File: config.mk
export PLATFORM = sky130hd
export DESIGN_NAME = spi_dbg_ctrl
export DESIGN_NICKNAME = d
export VERILOG_FILES = /design/src/rtl/dbg_pkg.sv /design/src/rtl/dbg_reply_shifter.sv /design/src/rtl/spi_dbg_ctrl.sv
export SDC_FILE = /design/constraint.sdc
export NUM_CORES = 1
export LEC_CHECK = 0
export ABC_AREA = 1
export BUFFER_PORTS_ARGS = -buffer_cell sky130_fd_sc_hd__buf_2
export CAP_MARGIN = 10
export CORE_AREA = 3 3 132 134
export CTS_CLUSTER_DIAMETER = 60
export DETAILED_ROUTE_END_ITERATION = 8
export DIE_AREA = 0 0 135 137
export GPL_TIMING_DRIVEN = 0
export PLACE_DENSITY_LB_ADDON = 0.2
export SYNTH_ARGS = -nofsm -noshare
export SYNTH_HDL_FRONTEND = slang
export SYNTH_SLANG_ARGS = --single-unit
export TNS_END_PERCENT = 5
File: constraint.sdc
create_clock -name clk -period 2.4 [get_ports clk]
set_input_delay 0.12 -clock clk [delete_from_list [all_inputs] [get_ports clk]]
set_output_delay 0.12 -clock clk [all_outputs]
set_load 0.02 [all_outputs]
File: src/rtl/dbg_pkg.sv
// rtl/dbg_pkg.sv - command codes, FSM states and reply buffer sizing for spi_dbg_ctrl
package dbg_pkg;

  localparam logic [7:0] CMD_NOP        = 8'h00;
  localparam logic [7:0] CMD_ECHO       = 8'h01;
  localparam logic [7:0] CMD_LED_TOGGLE = 8'h02;
  localparam logic [7:0] CMD_CLK_RUN    = 8'h03;
  localparam logic [7:0] CMD_CLK_HALT   = 8'h04;
  localparam logic [7:0] CMD_CLK_STEP   = 8'h05;
  localparam logic [7:0] CMD_READ_PC    = 8'h06;
  localparam logic [7:0] CMD_READ_REG   = 8'h07;
  localparam logic [7:0] CMD_FLASH_BUSY = 8'h08;
  localparam logic [7:0] CMD_READ_FETCH = 8'h09;
  localparam logic [7:0] CMD_PING       = 8'hCC;

  localparam int BUF_W = 128;
  localparam int CNT_W = 4;

  typedef enum logic [2:0] {
    ST_IDLE,
    ST_ECHO,
    ST_READ_REG,
    ST_REG_CAPTURE,
    ST_REPLYING
  } state_t;

endpackage

File: src/rtl/dbg_reply_shifter.sv
// rtl/dbg_reply_shifter.sv - multi-byte reply buffer, emits bytes MSB first
module dbg_reply_shifter
  import dbg_pkg::*;
(
  input  logic             clk,
  input  logic             rst,
  input  logic             clear,
  input  logic             load,
  input  logic [BUF_W-1:0] load_data,
  input  logic [CNT_W-1:0] load_count,
  input  logic             shift,
  output logic [7:0]       cur_byte,
  output logic             last
);

  logic [BUF_W-1:0] buffer;
  logic [CNT_W-1:0] count;

  always_ff @(posedge clk) begin
    if (rst || clear) begin
      buffer <= '0;
      count  <= '0;
    end else if (load) begin
      buffer <= load_data;
      count  <= load_count;
    end else if (shift && count != '0) begin
      count <= count - 1'b1;
    end
  end

  // Byte index count-1 selects the next unsent byte, highest first.
  assign cur_byte = buffer[{count - 4'd1, 3'b000} +: 8];
  assign last     = (count == 4'd1);

endmodule

File: src/rtl/spi_dbg_ctrl.sv
// rtl/spi_dbg_ctrl.sv - SPI debug command decoder: core clock control, readback replies
module spi_dbg_ctrl
  import dbg_pkg::*;
#(
  parameter int XLEN    = 64,
  parameter int FETCH_W = 112
) (
  input  logic               clk,
  input  logic               rst,
  input  logic               recv_ready,
  input  logic [7:0]         recv_data,
  input  logic               frame_end,
  output logic [7:0]         send_data,
  output logic               core_clk_enable,
  output logic               core_clk_pulse,
  output logic               led_toggle,
  output logic [4:0]         reg_read_sel,
  input  logic [XLEN-1:0]    reg_read_data,
  input  logic [XLEN-1:0]    reg_pc,
  input  logic [FETCH_W-1:0] fetch_instr
);

  state_t           state, state_next;
  logic [7:0]       send_next;
  logic             en_next, pulse_next, led_next;
  logic [4:0]       sel_next;
  logic             sh_clear, sh_load, sh_shift, sh_last;
  logic [BUF_W-1:0] sh_data;
  logic [CNT_W-1:0] sh_count;
  logic [7:0]       sh_byte;

  dbg_reply_shifter u_shifter (
    .clk        (clk),
    .rst        (rst),
    .clear      (sh_clear),
    .load       (sh_load),
    .load_data  (sh_data),
    .load_count (sh_count),
    .shift      (sh_shift),
    .cur_byte   (sh_byte),
    .last       (sh_last)
  );

  always_ff @(posedge clk) begin
    if (rst) begin
      state           <= ST_IDLE;
      send_data       <= 8'h00;
      core_clk_enable <= 1'b1;
      core_clk_pulse  <= 1'b0;
      led_toggle      <= 1'b0;
      reg_read_sel    <= 5'd0;
    end else begin
      state           <= state_next;
      send_data       <= send_next;
      core_clk_enable <= en_next;
      core_clk_pulse  <= pulse_next;
      led_toggle      <= led_next;
      reg_read_sel    <= sel_next;
    end
  end

  always_comb begin
    state_next = state;
    send_next  = send_data;
    en_next    = core_clk_enable;
    pulse_next = core_clk_pulse;
    led_next   = led_toggle;
    sel_next   = reg_read_sel;
    sh_clear   = 1'b0;
    sh_load    = 1'b0;
    sh_shift   = 1'b0;
    sh_data    = '0;
    sh_count   = '0;

    case (state)
      ST_IDLE: begin
        if (recv_ready) begin
          send_next = 8'h00;
          case (recv_data)
            CMD_NOP:        ;
            CMD_ECHO:       begin send_next = 8'h01; state_next = ST_ECHO; end
            CMD_LED_TOGGLE: led_next = ~led_toggle;
            CMD_CLK_RUN:    en_next = 1'b1;
            CMD_CLK_HALT:   en_next = 1'b0;
            CMD_CLK_STEP:   pulse_next = ~core_clk_pulse;
            CMD_READ_PC: begin
              sh_load    = 1'b1;
              sh_data    = BUF_W'(reg_pc);
              sh_count   = 4'd8;
              state_next = ST_REPLYING;
            end
            CMD_READ_REG:   state_next = ST_READ_REG;
            CMD_FLASH_BUSY: send_next = 8'hFF;
            CMD_READ_FETCH: begin
              sh_load    = 1'b1;
              sh_data    = BUF_W'(fetch_instr);
              sh_count   = 4'd14;
              state_next = ST_REPLYING;
            end
            CMD_PING:       send_next = 8'hCC;
            default:        send_next = 8'hFF;
          endcase
        end
      end
      ST_ECHO: begin
        if (recv_ready) begin
          send_next  = recv_data;
          state_next = ST_IDLE;
        end
      end
      ST_READ_REG: begin
        if (recv_ready) begin
          sel_next   = recv_data[4:0];
          send_next  = 8'h00;
          state_next = ST_REG_CAPTURE;
        end
      end
      ST_REG_CAPTURE: begin
        // reg_read_sel was registered last cycle, so reg_read_data is now valid.
        sh_load    = 1'b1;
        sh_data    = BUF_W'(reg_read_data);
        sh_count   = 4'd8;
        state_next = ST_REPLYING;
      end
      ST_REPLYING: begin
        if (recv_ready) begin
          send_next = sh_byte;
          sh_shift  = 1'b1;
          if (sh_last) state_next = ST_IDLE;
        end
      end
      default: state_next = ST_IDLE;
    endcase

    // End of frame aborts any transaction; clock/LED side effects above still stand.
    if (frame_end) begin
      state_next = ST_IDLE;
      send_next  = 8'h00;
      sel_next   = reg_read_sel;
      sh_clear   = 1'b1;
      sh_load    = 1'b0;
      sh_shift   = 1'b0;
    end
  end

endmodule
# Yosys cells after proc, flatten, opt, wreduce, memory -nomap -nowiden
# Cells that the tools add are included.
# word_totals
reg_bits	151
input_bits	252
wordCells	80
# classes
add_sub_neg	1
eq_ne	20
n_shift	1
muxes	30
bitwise	3
n_reduce_logical	17
# op_table
operator	count
one-hot mux 112 bit (2 select lines)	2
variable part select 128 x 8 -> 8 bit	1
two-way mux 112 bit	1
equality test 8 x 3 -> 1 bit, second input constant	4
two-way mux 8 bit	4
one-hot mux 8 bit (4 select lines)	1
one-hot mux 8 bit (3 select lines)	1
equality test 8 x 2 -> 1 bit, second input constant	2
one-hot mux 4 bit (2 select lines)	2
two-way mux 3 bit	5
one-hot mux 3 bit (5 select lines)	1
two-way mux 4 bit	3
AND reduction 3 bit	4
!= test 2 bit, second input constant	5
one-hot mux 3 bit (3 select lines)	1
equality test 8 x 1 -> 1 bit, second input constant	1
equality test 8 x 4 -> 1 bit, second input constant	1
equality test 8 bit, second input constant	1
logical NOT 8 bit	1
nonzero test 4 bit	2
OR reduction 8 bit	1
two-way mux 1 bit	7
equality test 3 x 2 -> 1 bit, second input constant	2
AND reduction 6 bit	1
13 further kinds	18

# Longest topological paths before layout
# Gate-level depths: netlist of the first run.
# logic_depth
ltp_word	7
mapped_depth	14

# Hierarchy
# Synthesis of the first run repeated with hierarchy kept, for this count alone.
# unflattened
cells_unflattened	1468
area_unflattened_um2	9335.2
# by_module_without_submodules
mod	n_inst	cells_each	area_per_inst_um2	seq_area_each_um2
dbg_reply_shifter	1	886	6496.2	2642.5
spi_dbg_ctrl	1	582	2839.0	380.4

# Least setup slack after synthesis of the first run
# OpenSTA, ideal clock, no wires.
# synth_path
path_kind	register to register
start	register u_shifter.count[0]
end	register send_data[6]
setup_time_ps	117
t_arrival_ps	2122
required_time_ps	2283
path_slack_ps	161
stages_incl_launch_ff	15
n_path_buf	4
period_less_slack_ps	2239
cell_sequence	dfxtp_1 buf_2 inv_2 clkbuf_1 ha_1 buf_2 clkinv_1 clkbuf_1 nand3_1 nand3_1 nand3_1 nand3_1 nand2_1 nor2_1 nor2_1
# synth_between
elab_chain_len	4
# synth_rtl
item	line_no	text
start: declaration	dbg_reply_shifter.sv:17	logic [CNT_W-1:0] count;
start signal: assignment	dbg_reply_shifter.sv:25	count <= load_count;
start signal: assignment	dbg_reply_shifter.sv:27	count <= count - 1'b1;
subtractor 4 x 1 -> 4 bit	dbg_reply_shifter.sv:32	assign cur_byte = buffer[{count - 4'd1, 3'b000} +: 8];
variable part select 128 x 8 -> 8 bit	dbg_reply_shifter.sv:32	
two-way mux 8 bit	spi_dbg_ctrl.sv:126	if (recv_ready) begin
one-hot mux 8 bit (4 select lines)	spi_dbg_ctrl.sv:75	case (state)
end signal: assignment	spi_dbg_ctrl.sv:54	send_data <= send_next;
end: declaration	spi_dbg_ctrl.sv:13	output logic [7:0] send_data,
# Every way passes these cells. The select of a mux whose other input is x is not followed.
# A chain may end at the register's enable or synchronous reset.

# Final worst setup path of the first run
# layout_path
start	register u_shifter.count[0]
end	register send_data[4]
# Same word-level chain as after synthesis.

==> impl_metrics.tcl, run 1 <==
set metrics [dict create \
    nets 1737 \
    cts.sinks 135 \
    cts-htree-levels 4 \
    net_count_of_the_mapped_netlist 1400 \
    unrepaired_setup_endpoints_after_global_routing "no" \
    drt_iter0_markers 512 \
    critical_path.top_delay_family "buffers and inverters" \
    internal_power_mw 3.941 \
    pwr-share-seq 0.434 \
    drtAntennaViolNets 0 \
    final-setup-viol-count 0 \
    timing.critical_path.arrival_ns 2.53 \
    initial_standard_cell_utilization_of_the_core 0.4489 \
    post_route_clock_period_utilization 0.9239 \
    worst_hold_path.num_cells 4 \
    die-width_um 135 \
    worstReg2RegStart "u_shifter.count[0]" \
    ys_seq_area_frac 0.3669 \
    filler_cell_count 1551 \
    num_antenna_cells 0 \
    routed_wirelength_um 26300 \
    worstReg2RegEnd "send_data[4]" \
    reg2regPathDepth 13 \
    global_route_wire_length_before_repair_um 41590 \
    count_of_cell_types_in_the_netlist 28 \
    comb_power_share 0.086 \
    drt_drc_violations_left 0 \
    die_h_um 137 \
    fp-row-count 47 \
    timing.max_cap.violations 0 \
    globalplace.congestion 0.9002 \
    antenna_found_initial 0 \
    fin_worst_skew_ns 0.009642 \
    run_status "finished, final reports clean" \
    clock_latency_ns 0.43 \
    avgRoutedWirePerCell_um 15.33 \
    finalHoldViolations 0 \
    worst_slew_pin_slew_ns 0.6037 \
    dpl_cell_area_sq_mm 0.008977 \
    tritoncts "done" \
    num_ports 268 \
    postSynthCellCount 1146 \
    worst_hold_startpoint "fetch_instr[59]" \
    crit_path_cell_trace "buf_4 -> inv_4 -> ha_1 -> buf_2 -> inv_4 -> buf_6 -> nand3_1 -> nand3_1 -> nand3_1 -> nand3_2 -> nand2_1 -> nor2_1 -> nor2_1" \
    setup-tns-final_ns 0 \
    port_buffers 267 \
    critical_path_class "reg -> reg" \
    via_count 8802 \
    timing.fmax_ghz 0.4510 \
    post-route-cell-area_sq_mm 0.01012 \
    worst_setup_hold_path_clk_slew_ns 0.06 \
    hpwl_um 20150 \
    required_ns 2.71 \
    yosys_warnings 0 \
    floorplan.die_area_sq_mm 0.01850 \
    drt_first_pass_iters 5 \
    crit_fanout 18 \
    grt_remaining_overflow 0 \
    path_common_cell "sky130_fd_sc_hd__nand3_1" \
    syn2layout_area_growth_pct 37.34 \
    ys_ff_latch 135 \
    mappedNetlistArea_sq_mm 0.007366 \
    slowest_cp_cell "sky130_fd_sc_hd__dfxtp_1" \
    netSwitchingPower_mw 1.256 \
    number_of_global_route_vias_before_repair 8533 \
    coreArea_sq_mm 0.01641 \
    holdCritPathClass "in -> reg" \
    crit_end_category "flop" \
    fraction_of_layout_cells_with_a_size_suffix_above_1 0.2467 \
    max-slew-margin-rel 0.5962 \
    whs_endpoint "u_shifter.buffer[59]" \
    p_clk_frac 0.480 \
    power_density_of_the_placed_cells_mw_per_mm2 513.7 \
    critPathBufInv 5 \
    cts_buf_count 17 \
    worst_path_largest_cell_delay_ns 0.35 \
    vdd_ir_drop_max_uv 472.0 \
    grt_use_total 0.2808 \
    startpoint_type "flop" \
    p_total_mw 5.197 \
    syn-mean-instance-area_sq_um 6.427 \
    worst-r2r-setup-slack_ns 0.18 \
    avgViaCountPerCell 5.129 \
    cts.root.buffer_cell "sky130_fd_sc_hd__clkbuf_16" \
    cts_max_path_buffers 2 \
    period_minus_ws_final_ns 2.217 \
    grt_max_degree 19 \
    total_leakage_power_nw 4.503 \
    drv_slew 0 \
    power.share.switching 0.2416 \
]
==> state kept, by name, indices dropped and copies added, names as in the netlist <==
register	flops
state	3
u_shifter.count	4
led_toggle	1
u_shifter.buffer	112
reg_read_sel	5
core_clk_pulse	1
core_clk_enable	1
send_data	8
==> power groups by stage <==
stage	logic, mW	clock network (mW)	registers [mW]
after detailed placement	0.381	0	2.30
after CTS	0.444	2.52	2.25
after floorplan	0.109	0	2.31
final	0.448	2.50	2.25
after global placement	0.379	0	2.30
after global routing	0.494	2.62	2.25
==> layout by cell type, fill, tap and decap left out, drive strengths merged, types with 2 or more instances in the layout <==
master and instances:
a21oi 73, a22o 52, a31oi 2, buf 309
clkbuf 53, clkinv 5, clkinvlp 5, dfxtp 135
dlygate4sd3 50, ha 2, inv 54, nand2 428
nand3 229, nor2 52, nor3 4, o21ai 26
or2 9, xor2 3
==> worst register-to-register path: stages (launching register included) <==
cell                      delay [ns]
sky130_fd_sc_hd__dfxtp_1        0.35
sky130_fd_sc_hd__buf_4          0.17
sky130_fd_sc_hd__inv_4          0.11
sky130_fd_sc_hd__ha_1           0.30
sky130_fd_sc_hd__buf_2          0.19
sky130_fd_sc_hd__inv_4          0.13
sky130_fd_sc_hd__buf_6          0.16
sky130_fd_sc_hd__nand3_1        0.09
sky130_fd_sc_hd__nand3_1        0.12
sky130_fd_sc_hd__nand3_1        0.15
sky130_fd_sc_hd__nand3_2        0.14
sky130_fd_sc_hd__nand2_1        0.06
sky130_fd_sc_hd__nor2_1         0.10
sky130_fd_sc_hd__nor2_1         0.05
==> cells in the mapped netlist <==
library cell	count	area, sq um
sky130_fd_sc_hd__buf_1	7	26.28
sky130_fd_sc_hd__nand3b_1	1	7.510
sky130_fd_sc_hd__clkbuf_1	38	142.6
sky130_fd_sc_hd__nand2_4	1	11.26
sky130_fd_sc_hd__buf_2	22	110.1
sky130_fd_sc_hd__nand2_1	425	1595
sky130_fd_sc_hd__nor3_1	4	20.02
sky130_fd_sc_hd__dfxtp_1	135	2703
sky130_fd_sc_hd__and3_1	1	6.260
sky130_fd_sc_hd__or2_2	9	56.30
sky130_fd_sc_hd__nor2_2	3	18.77
sky130_fd_sc_hd__a21oi_1	73	365.4
sky130_fd_sc_hd__nand2_2	2	12.51
sky130_fd_sc_hd__inv_1	40	150.1
sky130_fd_sc_hd__buf_4	5	37.54
sky130_fd_sc_hd__nand4_1	1	6.260
sky130_fd_sc_hd__xnor2_2	1	16.27
sky130_fd_sc_hd__clkinv_1	3	11.26
sky130_fd_sc_hd__inv_2	9	33.78
sky130_fd_sc_hd__a22o_1	52	455.4
sky130_fd_sc_hd__xor2_1	3	26.28
sky130_fd_sc_hd__nor2_4	3	33.78
sky130_fd_sc_hd__nor2_1	46	172.7
sky130_fd_sc_hd__ha_1	2	25.02
sky130_fd_sc_hd__o21ai_0	26	130.1
sky130_fd_sc_hd__buf_6	3	33.78
sky130_fd_sc_hd__nand3_1	229	1146
sky130_fd_sc_hd__a31oi_1	2	12.51
==> cell families (layout without fill, tap and decap cells) <==
logic type | after synthesis | in the layout | share of synthesized area
AOI/OAI and AO/OA | 153 | 153 | 0.1308
xor gates and xnor gates | 4 | 4 | 0.005777
adders and majority gates | 2 | 2 | 0.003397
DFF | 135 | 135 | 0.3669
and+or+nand+nor | 725 | 725 | 0.4191
buffers and inverters | 127 | 477 | 0.07406
==> worst max path at each step <==
stage | startpoint | to | depth (start not counted)
floorplan | u_shifter.count[0] | send_data[6] | 14
global placement | u_shifter.count[0] | send_data[6] | 14
detailed placement | u_shifter.count[0] | send_data[4] | 14
CTS | u_shifter.count[0] | send_data[5] | 12
global route | u_shifter.count[0] | send_data[4] | 13
finish | u_shifter.count[0] | send_data[4] | 13
==> routing by layer <==
| metal | wire (um) | part of all wire | GRT usage | vias to the layer above |
|---|---|---|---|---|
| met5 | 0 | 0 | 0 | - |
| met3 | 1651 | 0.063 | 0.05441 | 42 |
| met2 | 12720 | 0.48 | 0.4928 | 326 |
| met4 | 658 | 0.025 | 0.08455 | 0 |
| met1 | 11260 | 0.43 | 0.3503 | 3961 |
| li1 | - | - | - | 4473 |
==> metrics by stage <==
| step | hold slack [ns] | util | cells | worst slack (ns) |
|---|---|---|---|---|
| 2_1_floorplan | 0.1924 | - | 1146 | 0.1607 |
| 3_3_place_gp | 0.3612 | 0.5472 | 1633 | -0.5707 |
| 3_5_place_dp | 0.3630 | 0.5472 | 1633 | -0.5940 |
| 4_1_cts | 0.00009820 | 0.6133 | 1714 | 0.008521 |
| 5_1_grt | 0.02692 | 0.6166 | 1716 | 0.02697 |
| 6_report | 0.01516 | 0.6166 | 1716 | 0.1827 |
==> timing repair <==
action	CTS	global route
resized for setup	8	20
setup buffers	0	2
endpoints found under the hold margin	51	0
pin swaps	0	1
endpoints found under the setup margin	10	8
hold buffers	50	0
gates cloned	0	0
==> area by class of cell <==
class                   instances  area (sq um)  share of cell area
clock inverters                13         121.4             0.01200
flip-flops and latches        135          2703              0.2672
plain buffers                  74         366.6             0.03624
inverters                      52         203.9             0.02016
repair buffers                319          1852              0.1831
multi-input cells             884          4151              0.4104
clock buffers                  19         442.9             0.04378
well taps                     220         275.3             0.02721
Note: power is estimated with default switching activity, not from simulation.
==> run 2, diff against run 1 <==
--- a/config.mk
+++ b/config.mk
@@ -8,10 +8,11 @@
 export ABC_AREA = 1
 export BUFFER_PORTS_ARGS = -buffer_cell sky130_fd_sc_hd__buf_2
 export CAP_MARGIN = 10
-export CORE_AREA = 3 3 132 134
+export CORE_AREA = 3 3 126 128
+export CTS_BUF_LIST = sky130_fd_sc_hd__clkbuf_16
 export CTS_CLUSTER_DIAMETER = 60
 export DETAILED_ROUTE_END_ITERATION = 8
-export DIE_AREA = 0 0 135 137
+export DIE_AREA = 0 0 129 131
 export GPL_TIMING_DRIVEN = 0
 export PLACE_DENSITY_LB_ADDON = 0.2
 export SYNTH_ARGS = -nofsm -noshare
==> constraint.sdc (replaced) <==
create_clock -name clk -period 2.1 [get_ports clk]
set_input_delay 0.105 -clock clk [delete_from_list [all_inputs] [get_ports clk]]
set_output_delay 0.105 -clock clk [all_outputs]
set_load 0.02 [all_outputs]
==> run 2 against run 1 <==
Die area decreased by 8.6%. Sequential share of layout area decreased by 0.68 points. Wire length increased by 1.1%. Global-route usage increased by 2.5 points. Critical path depth decreased by 1. Largest cell class unchanged.
==> impl_metrics.tcl, run 2 (synthesis results as in run 1) <==
set metrics [dict create \
    grt_use_total 0.3058 \
    post_route_clock_period_utilization 0.9796 \
    required_ns 2.44 \
    fin_ws_ns 0.04281 \
    avgRoutedWirePerCell_um 15.72 \
    timing.fmax_ghz 0.4861 \
    die_h_um 131 \
    largest_register_ff_count 112 \
    reg2regPathDepth 9 \
    vdd_ir_drop_max_uv 558.8 \
    cts_buf_count 17 \
    crit_end_category "flop" \
    total_leakage_power_nw 4.595 \
    avgViaCountPerCell 5.365 \
    filler_cell_count 1359 \
    initial_standard_cell_utilization_of_the_core 0.4918 \
    drt_iter0_markers 684 \
    cts.root.buffer_cell "sky130_fd_sc_hd__clkbuf_16" \
    timing.critical_path.arrival_ns 2.40 \
    syn2layout_area_growth_pct 41.01 \
    register_area_sq_mm 0.002704 \
    worst_slew_pin_slew_ns 0.7336 \
    cts.sinks 135 \
    cts-htree-levels 4 \
    multiInputGateArea_sq_mm 0.004272 \
    startpoint_type "primary input" \
    floorplan.die_area_sq_mm 0.01690 \
    mostFrequentLayoutCell "sky130_fd_sc_hd__nand2_1" \
    grt_remaining_overflow 0 \
    max-slew-margin-rel 0.5093 \
    fin_worst_skew_ns 0.006932 \
    finalHoldViolations 0 \
    num_ports 268 \
    worst_setup_hold_path_clk_slew_ns 0.06 \
    global_route_wire_length_before_repair_um 40980 \
    final-setup-viol-count 0 \
    unrepaired_setup_endpoints_after_global_routing "yes" \
    drtAntennaViolNets 0 \
    tritoncts "done" \
    number_of_global_route_vias_before_repair 8415 \
    p_total_mw 6.188 \
    critical_path_class "in -> reg" \
    power_density_of_the_placed_cells_mw_per_mm2 595.8 \
    via_count 9072 \
    biggestRegsByFlops "u_shifter.buffer (112), send_data (8), reg_read_sel (5)" \
    port_buffers 267 \
    most-common-layout-cells "sky130_fd_sc_hd__nand2_1 (425), sky130_fd_sc_hd__buf_2 (286), sky130_fd_sc_hd__nand3_1 (206)" \
    coreArea_sq_mm 0.01498 \
    routed_wirelength_um 26580 \
    globalplace.congestion 0.9131 \
    holdCritPathClass "in -> reg" \
    drv_slew 0 \
    period_minus_ws_final_ns 2.057 \
    crit_fanout 10 \
    antenna_found_initial 2 \
    run_status "finished, final reports clean" \
    fp-row-count 45 \
    hpwl_um 19810 \
    regMostFlops "u_shifter.buffer" \
    nets 1744 \
    layoutNonFillerInstCount 1691 \
    worst_hold_path.num_cells 4 \
    timing.max_cap.violations 0 \
    dp_slack_ns -0.7053 \
    cts_max_path_buffers 2 \
    setup-tns-final_ns 0 \
    fraction_of_layout_cells_with_a_size_suffix_above_1 0.2636 \
    clock_latency_ns 0.42 \
    drt_first_pass_iters 5 \
    fin_util 0.6935 \
    drt_drc_violations_left 0 \
    grt_max_degree 17 \
    numPlacedInstances 1601 \
    die-width_um 129 \
]
run 2: changes by cell type in the layout (fill, tap and decap cells not counted), sizes merged:
cell	change
diode	+1
clkbuf	+2
bufinv	+3
buf	+1
dlygate4sd3	+2
inv	-5
clkinv	+3
run 2: cell type report:
type                            instances  share of cell area
Clock buffer                           17             0.04096
Buffer                                 75             0.04301
Sequential cell                       135              0.2603
Tap cell                              188             0.02265
Antenna cell                            1           0.0002409
Multi-Input combinational cell        884              0.4113
Inverter                               52             0.02036
Timing Repair Buffer                  325              0.1835
Clock inverter                         14             0.01771
run 2: path summary, 6_finish.rpt:
kind / from / end / slack (ns)
worst max-delay path: recv_data[4] / u_shifter.buffer[0] / 0.04
worst min-delay path: fetch_instr[26] / u_shifter.buffer[26] / 0.007
worst max register to register: u_shifter.count[0] / send_data[6] / 0.07
worst min register to register: u_shifter.buffer[73] / u_shifter.buffer[73] / 0.46
run 2: report_power, final:
group | internal (mW) | switching [mW] | leakage, nW
clock network | 1.96 | 1.12 | 0.282
logic | 0.270 | 0.254 | 3.22
registers | 2.57 | 0.00513 | 1.09
run 2: layer usage:
| layer | part of all wire | vias up | GRT usage |
|---|---|---|---|
| li1 | - | 4487 | - |
| met1 | 0.42 | 4116 | 0.3840 |
| met2 | 0.48 | 401 | 0.5198 |
| met3 | 0.069 | 64 | 0.04919 |
| met4 | 0.033 | 4 | 0.1347 |
| met5 | 0.0013 | - | 0 |
run 2: timing repair:
| item | CTS | global route |
|---|---|---|
| resized for setup | 49 | 10 |
| hold buffers | 52 | 0 |
| buffers inserted | 2 | 4 |
| cloned | 0 | 0 |
| pin swaps | 7 | 3 |
| endpoints found under the setup margin | 10 | 51 |
| endpoints found under the hold margin | 53 | 0 |
run 2: critical path, cell delays in order:
cell,delay [ns]
sky130_fd_sc_hd__dlygate4sd3_1,0.54
sky130_fd_sc_hd__buf_2,0.15
sky130_fd_sc_hd__inv_2,0.05
sky130_fd_sc_hd__nand2_1,0.07
sky130_fd_sc_hd__nor2_4,0.16
sky130_fd_sc_hd__nand2_1,0.09
sky130_fd_sc_hd__inv_2,0.23
sky130_fd_sc_hd__clkbuf_1,0.44
sky130_fd_sc_hd__nand3_1,0.21
sky130_fd_sc_hd__nand3_1,0.14
sky130_fd_sc_hd__nand2_1,0.06
sky130_fd_sc_hd__a21oi_1,0.14
run 2: stage by stage:
| step | area [sq um] | hold slack, ns |
|---|---|---|
| 2_1_floorplan | 7370 | 0.1774 |
| 3_3_place_gp | 8941 | 0.3352 |
| 3_5_place_dp | 8941 | 0.3381 |
| 4_1_cts | 10310 | 0.002814 |
| 5_1_grt | 10380 | 0.03283 |
| 6_report | 10390 | 0.007024 |
